**src/rtl/bp_fe_bht_update_queue.sv**
```systemverilog
`default_nettype none
// ============================================================================
//  Module      : bp_fe_bht_update_queue
//  Description : Circular FIFO that buffers resolved-branch outcomes from the
//                backend and drains one per cycle into the branch history
//                table write port. Supports stall (hold writes), flush
//                (discard pending updates) and a sticky overflow flag.
//  Revision    : 1.0 - initial release
// ============================================================================
module bp_fe_bht_update_queue #(
  parameter int bht_idx_width_p = 8,
  parameter int els_p           = 4,
  localparam int lg_els_lp      = $clog2(els_p),
  localparam int cnt_width_lp   = $clog2(els_p + 1)
) (
  input  logic                       clk_i,
  input  logic                       reset_i,
  input  logic                       v_i,
  input  logic [bht_idx_width_p-1:0] idx_i,
  input  logic                       correct_i,
  output logic                       ready_o,
  input  logic                       stall_i,
  input  logic                       flush_i,
  output logic                       w_v_o,
  output logic [bht_idx_width_p-1:0] idx_w_o,
  output logic                       correct_o,
  output logic [cnt_width_lp-1:0]    count_o,
  output logic                       overflow_o
);

  localparam logic [cnt_width_lp-1:0] full_cnt_lp = cnt_width_lp'(els_p);

  logic [lg_els_lp-1:0]    rptr;
  logic [lg_els_lp-1:0]    wptr;
  logic [cnt_width_lp-1:0] cnt;
  logic                    overflow;
  logic [bht_idx_width_p:0] mem [els_p];

  logic full;
  logic empty;
  logic enq;
  logic deq;

  // Ready and write-valid depend only on registered state plus stall/flush,
  // so there is no combinational path from the table side back to ready_o.
  always_comb begin
    full      = (cnt == full_cnt_lp);
    empty     = (cnt == '0);
    ready_o   = ~reset_i & ~full;
    w_v_o     = ~reset_i & ~empty & ~stall_i & ~flush_i;
    enq       = v_i & ready_o & ~flush_i;
    deq       = w_v_o;
    {idx_w_o, correct_o} = mem[rptr];
    count_o    = cnt;
    overflow_o = overflow;
  end

  // Pointer and occupancy bookkeeping; flush empties the queue next cycle.
  always_ff @(posedge clk_i) begin
    if (reset_i) begin
      rptr <= '0;
      wptr <= '0;
      cnt  <= '0;
    end else if (flush_i) begin
      rptr <= '0;
      wptr <= '0;
      cnt  <= '0;
    end else begin
      if (enq) wptr <= wptr + lg_els_lp'(1);
      if (deq) rptr <= rptr + lg_els_lp'(1);
      if (enq & ~deq)      cnt <= cnt + cnt_width_lp'(1);
      else if (deq & ~enq) cnt <= cnt - cnt_width_lp'(1);
    end
  end

  // Sticky overflow: an update offered while the queue cannot take it.
  always_ff @(posedge clk_i) begin
    if (reset_i) begin
      overflow <= 1'b0;
    end else if (v_i & ~ready_o & ~flush_i) begin
      overflow <= 1'b1;
    end
  end

  // Entry storage; contents are never reset because they are only read
  // while occupancy marks them valid.
  always_ff @(posedge clk_i) begin
    if (enq) mem[wptr] <= {idx_i, correct_i};
  end

`ifndef SYNTHESIS
  // Structural invariants of the queue.
  always_ff @(posedge clk_i) begin
    if (!reset_i) begin
      assert (cnt <= full_cnt_lp) else $error("occupancy exceeds depth");
      assert (!w_v_o || !empty) else $error("write valid while empty");
      assert (!(v_i && $isunknown(idx_i))) else $error("unknown idx_i with v_i");
    end
  end
`endif

endmodule
`default_nettype wire

```
**config.mk**
```make
export PLATFORM = sky130hd
export DESIGN_NAME = bp_fe_bht_update_queue
export DESIGN_NICKNAME = d
export VERILOG_FILES = /design/src/rtl/bp_fe_bht_update_queue.sv
export SDC_FILE = /design/constraint.sdc
export NUM_CORES = 1
export LEC_CHECK = 0
export CAP_MARGIN = 10
export CORE_UTILIZATION = 40
export CTS_CLUSTER_SIZE = 30
export DETAILED_ROUTE_END_ITERATION = 6
export SKIP_LAST_GASP = 1
export SLEW_MARGIN = 10
export SYNTH_ARGS = -nofsm -noshare
export SYNTH_HDL_FRONTEND = slang
export SYNTH_SLANG_ARGS = --single-unit
```
**constraint.sdc**
```tcl
create_clock -name clk_i -period 2.65 [get_ports clk_i]
set_input_delay 0.265 -clock clk_i [delete_from_list [all_inputs] [get_ports clk_i]]
set_output_delay 0.265 -clock clk_i [all_outputs]
set_load 0.02 [all_outputs]
```
-- Word level (Yosys, flattened, before mapping)
Memory sizes are Yosys's and may differ from the RTL's. A register that Yosys moved wholly into a read port is not among the register bits.
Index checks and enable logic that the tools add are counted.
- $add $sub $neg: 4
- multiply operators: 0
- div/mod/pow operators: 0
- magnitude comparators: 0
- equal/unequal tests: 1
- shifts and indexed selects: 0
- multiplexer cells: 6
- bitwise operators: 18
- reductions and logical operators: 3
- operator list (kind ; number):
    AND 1 bit ; 10
    inverter 1 bit ; 8
    2-to-1 mux 3 bit ; 2
    adder 2 x 1 -> 2 bit, second input constant ; 2
    2-to-1 mux 2 bit ; 2
    adder 3 x 1 -> 3 bit, second input constant ; 1
    equality test 3 bit, second input constant ; 1
    zero test 3 bit ; 1
    subtractor 3 x 1 -> 3 bit, second input constant ; 1
    2-to-1 mux 1 bit ; 2
    nonzero test 2 bit ; 1
    OR reduction 2 bit ; 1
- register bits after elaboration: 8
- bits in latches: 0
- memory bits (writable): 36
- memory bits (read-only): 0
- word-level logic and storage cells: 37
- memories kept: 1
- memory list (memory ; depth ; width ; rd ports ; clocked after Yosys merged registers in ; wr ports ; line ; RTL):
    mem ; 4 ; 9 ; 1 ; 1 ; 1 ; 37 ; logic [bht_idx_width_p:0] mem [els_p];

-- Depth between registers and ports, before layout
- depth in word-level cells: 9
- depth in mapped cells: 9
- mapped depth without buffers: 8

-- Least setup slack after synthesis
No wires, ideal clock.
- kind: flip-flop to flip-flop
- start point: register cnt[0], in the netlist count_o[0]
- end point: register cnt[2], in the netlist count_o[2]
- setup time: 0.070 ns
- arrival time: 2.166 ns
- slack: 0.414 ns
- cell stages (with the launch flop): 9
- path buffers: 0
- clock period less this slack: 2.236 ns
- cells stage by stage: dfxtp_1 nor3b_2 nor3b_4 ha_1 inv_1 fa_1 xor2_1 or3_1 a21oi_1
- longest elaborated chain between the ends: 8
- elaborated cells between the ends (all ways): 19
- those cells by class: add/sub: 2; eq/ne: 1; mux: 2; bitwise: 12; reduce/logical: 2
- ends and longest elaborated chain (what ; line ; RTL):
    start, declared ; 35 ; logic [cnt_width_lp-1:0] cnt;
    start signal, assigned ; 71 ; if (enq & ~deq) cnt <= cnt + cnt_width_lp'(1);
    start signal, assigned ; 72 ; else if (deq & ~enq) cnt <= cnt - cnt_width_lp'(1);
    equality test 3 bit * ; 47 ; full = (cnt == full_cnt_lp);
    inverter 1 bit * ; 49 ; ready_o = ~reset_i & ~full;
    AND 1 bit * ; 49 ;
    AND 1 bit * (2 in series) ; 51 ; enq = v_i & ready_o & ~flush_i;
    net enq ; 41 ; logic enq;
    inverter 1 bit ; 72 ;
    AND 1 bit ; 72 ;
    nonzero test 2 bit (no line) ; n/a ;
Mark *: on every way through the listed nets, which the timed path passes. The rest lies on a longest branch. The select of a mux whose other input is x is not followed.
A chain may end at the register's enable or synchronous reset.

-- Worst setup path in the final report
- start point: input flush_i
- end point: output w_v_o
- longest elaborated chain between the ends: 2
- ends and longest elaborated chain (what ; line ; RTL):
    start, declared ; 23 ; input logic flush_i,
    inverter 1 bit ; 50 ; w_v_o = ~reset_i & ~empty & ~stall_i & ~flush_i;
    AND 1 bit ; 50 ;
    end, declared ; 24 ; output logic w_v_o,
No other way between the ends.

==> flow_summary.json <==
{
  "fin_crit_ns": 2.44,
  "synthToLayoutAreaGrowth_pct": 25.0,
  "critPathBufInv": 3,
  "vias_per_cell": 5.08,
  "synth.most_common_cell": "edfxtp_1",
  "dpl.hpwl_um": 2170,
  "grt_pass1_vias": 1077,
  "io_pins": 29,
  "drt_iter0_drc": 43,
  "design_area_um2": 2290,
  "cts_resized": 0,
  "wire_per_inst_um": 16.2,
  "cp_slowest_cell": "clkdlybuf4s50_1",
  "rsz0062_at_grt": "no",
  "worst_pin_slew_ns": 0.516,
  "power_mw": 1.40,
  "slew_headroom_pct": 65.3,
  "yosysSeqAreaShare_pct": 70.0,
  "nNetsFinal": 157,
  "max_stage_delay_ns": 0.60,
  "reg2reg_slack_ns": 0.24,
  "fin_crit_sh_pct": 91.9,
  "cts_buffers": 5,
  "fillers": 347,
  "core_area_um2": 4380,
  "ys.warnings.count": 0,
  "cts_max_level": 2,
  "track_usage_pct": 14.7,
  "cts-hold-fix-buffers": 0,
  "setup_violations": 0,
  "antenna_found_initial": 0,
  "die-width_um": 69.7,
  "cap_violations": 0,
  "pre_cts_ws_ns": 0.0206,
  "synthCells": 102,
  "finClkSkew_ns": 0.00855,
  "clk_path_buf_depth": 2,
  "tns_ns": 0,
  "yosysTopAreaCell": "edfxtp_1",
  "antenna_cells": 0,
  "fin_hold_ws_ns": 0.483,
  "leakage_nw": 0.769,
  "path_max_fanout": 4,
  "async_reset_ff_share_pct": 0,
  "hold_viol_final": 0,
  "cp.arrival_ns": 2.17,
  "fmax_mhz": 410,
  "start_kind": "primary input",
  "drc": 0,
  "r2r_start": "count_o[0]$_SDFFE_PP0P_",
  "cts_sinks": 46,
  "critPathLaunch": "flush_i",
  "grt_pass1_wl_um": 5260,
  "synth.top_cell.area_share_pct": 59.1,
  "die_h_um": 69.7,
  "wl_um": 3080,
  "final_util_pct": 52.2,
  "endpoint_kind": "output pin",
  "critical_path_depth": 5,
  "synth_cell_types": 25,
  "clk_pin_slew_worst_paths_ns": 0.08,
  "syn-num-nets": 122,
  "synth.area.top_cells": "edfxtp_1 (59%), mux4_2 (11%), dfxtp_1 (11%)",
  "path_cells": "clkdlybuf4s50_1 > or2_1 > or3_2 > inv_1 > clkdlybuf4s50_1",
  "layout-drive-gt1-share_pct": 19.6,
  "first_pass_iters": 4,
  "die_area_um2": 4850,
  "synth-edff-count": 36,
  "start_util_pct": 41.8,
  "cts_setup_buffers": 0,
  "crit_type": "in -> out",
  "critical-path-top-delay-family": "buffers and inverters",
  "netlist_top_cells_count": "edfxtp_1 (36), dfxtp_1 (10), mux4_2 (9), nor2_1 (6)",
  "slew_viol_final": 0,
  "final_cells": 190,
  "num_vias": 965,
  "cts_tree": "yes",
  "numPlacedInstances": 182,
  "hold_path.class": "reg -> reg",
  "critPathCapture": "w_v_o",
  "ant_nets": 0,
  "grt.overflow.total": 0,
  "clock_latency_ns": 0.30,
  "ys.flop_type": "edfxtp_1",
  "syn_area_per_cell_um2": 17.9,
  "cpMostUsedCell": "clkdlybuf4s50_1",
  "power_density_nw_per_um2": 610,
  "rows": 24,
  "timing.final.ws_setup_ns": 0.213,
  "synth-seq-cells": 46,
  "reg2reg_depth": 8,
  "io_buffers": 28,
  "vdd_drop_max_uv": 271,
  "netlist_area_um2": 1830,
  "cts_root_buffer": "clkbuf_8",
  "postPlaceCellArea_um2": 2180,
  "grt_max_degree": 15,
  "outcome": "finished clean",
  "worstPathRequired_ns": 2.38,
  "place.gp.congestion": 0.681,
  "reg2reg_to": "count_o[2]$_SDFFE_PP0P_"
}
==> worst register-to-register path: stages, from the launching register on <==
cell and delay (ns):
dfxtp_1 0.39, nor3_1 0.48, or3_2 0.22, ha_1 0.19, inv_1 0.07, fa_1 0.37
xor2_1 0.16, or3_1 0.31, a21oi_1 0.15
==> worst min-delay path by stage <==
stage / start / cells past startpoint / end / slack [ns]
floorplan: reset_i / 1 / overflow_o$_SDFFE_PP0P_ / 0.34
detailed placement: overflow_o$_SDFFE_PP0P_ / 2 / overflow_o$_SDFFE_PP0P_ / 0.46
CTS: overflow_o$_SDFFE_PP0P_ / 2 / overflow_o$_SDFFE_PP0P_ / 0.48
global placement: overflow_o$_SDFFE_PP0P_ / 2 / overflow_o$_SDFFE_PP0P_ / 0.45
finish: overflow_o$_SDFFE_PP0P_ / 2 / overflow_o$_SDFFE_PP0P_ / 0.48
global route: overflow_o$_SDFFE_PP0P_ / 2 / overflow_o$_SDFFE_PP0P_ / 0.54
==> cell families after synthesis <==
group                      synth area share (%)
DFF                                        70.0
and+or+nand+nor                            7.18
muxes                                      13.0
AOI/OAI and AO/OA                          2.26
buffers and inverters                      2.12
adders and majority gates                  4.51
xor gates and xnor gates                  0.957
==> layout make-up <==
cell class	instances	area, µm²	share of cell area, %
clock buffer	6	72.6	3.17
inverter	5	18.8	0.820
multi-input combinational	48	510	22.3
clock inverter	2	37.5	1.64
timing repair buffer	31	303	13.2
sequential	46	1280	56.0
tap	52	65.1	2.84
==> flip-flops by register name, indices dropped and copies added, names as in the netlist, named ones only <==
signal,flops
mem,36
count_o,3
wptr,2
rptr,2
overflow_o,1
==> layer usage <==
layer / vias to the layer above / part of all wire, % / GRT usage, %
met2: 27 / 52 / 25.6
li1: 455 / - / -
met1: 477 / 41 / 16.7
met3: 6 / 5.0 / 5.09
met5: - / 0 / 0
met4: 0 / 1.7 / 5.33
==> cells in the final DEF (no fill, tap or decap), drive strengths merged <==
cell type,count
a31oi,1
nand2b,1
clkinvlp,1
ha,5
or3,4
mux2,1
buf,3
and2,4
fa,1
mux2i,2
nand2,1
nor2,6
nor3b,2
xor2,2
bufinv,1
nor3,1
mux4,9
inv,5
clkbuf,6
edfxtp,36
o21ai,3
a21oi,4
dfxtp,10
clkdlybuf4s50,28
or2,1
==> power by group <==
group	total [mW]	leakage [nW]	internal, mW	switching, mW
clock network	0.513	0.0514	0.281	0.231
logic	0.0922	0.311	0.0495	0.0428
registers	0.791	0.406	0.786	0.00531
(Power assumes the default switching activity.)
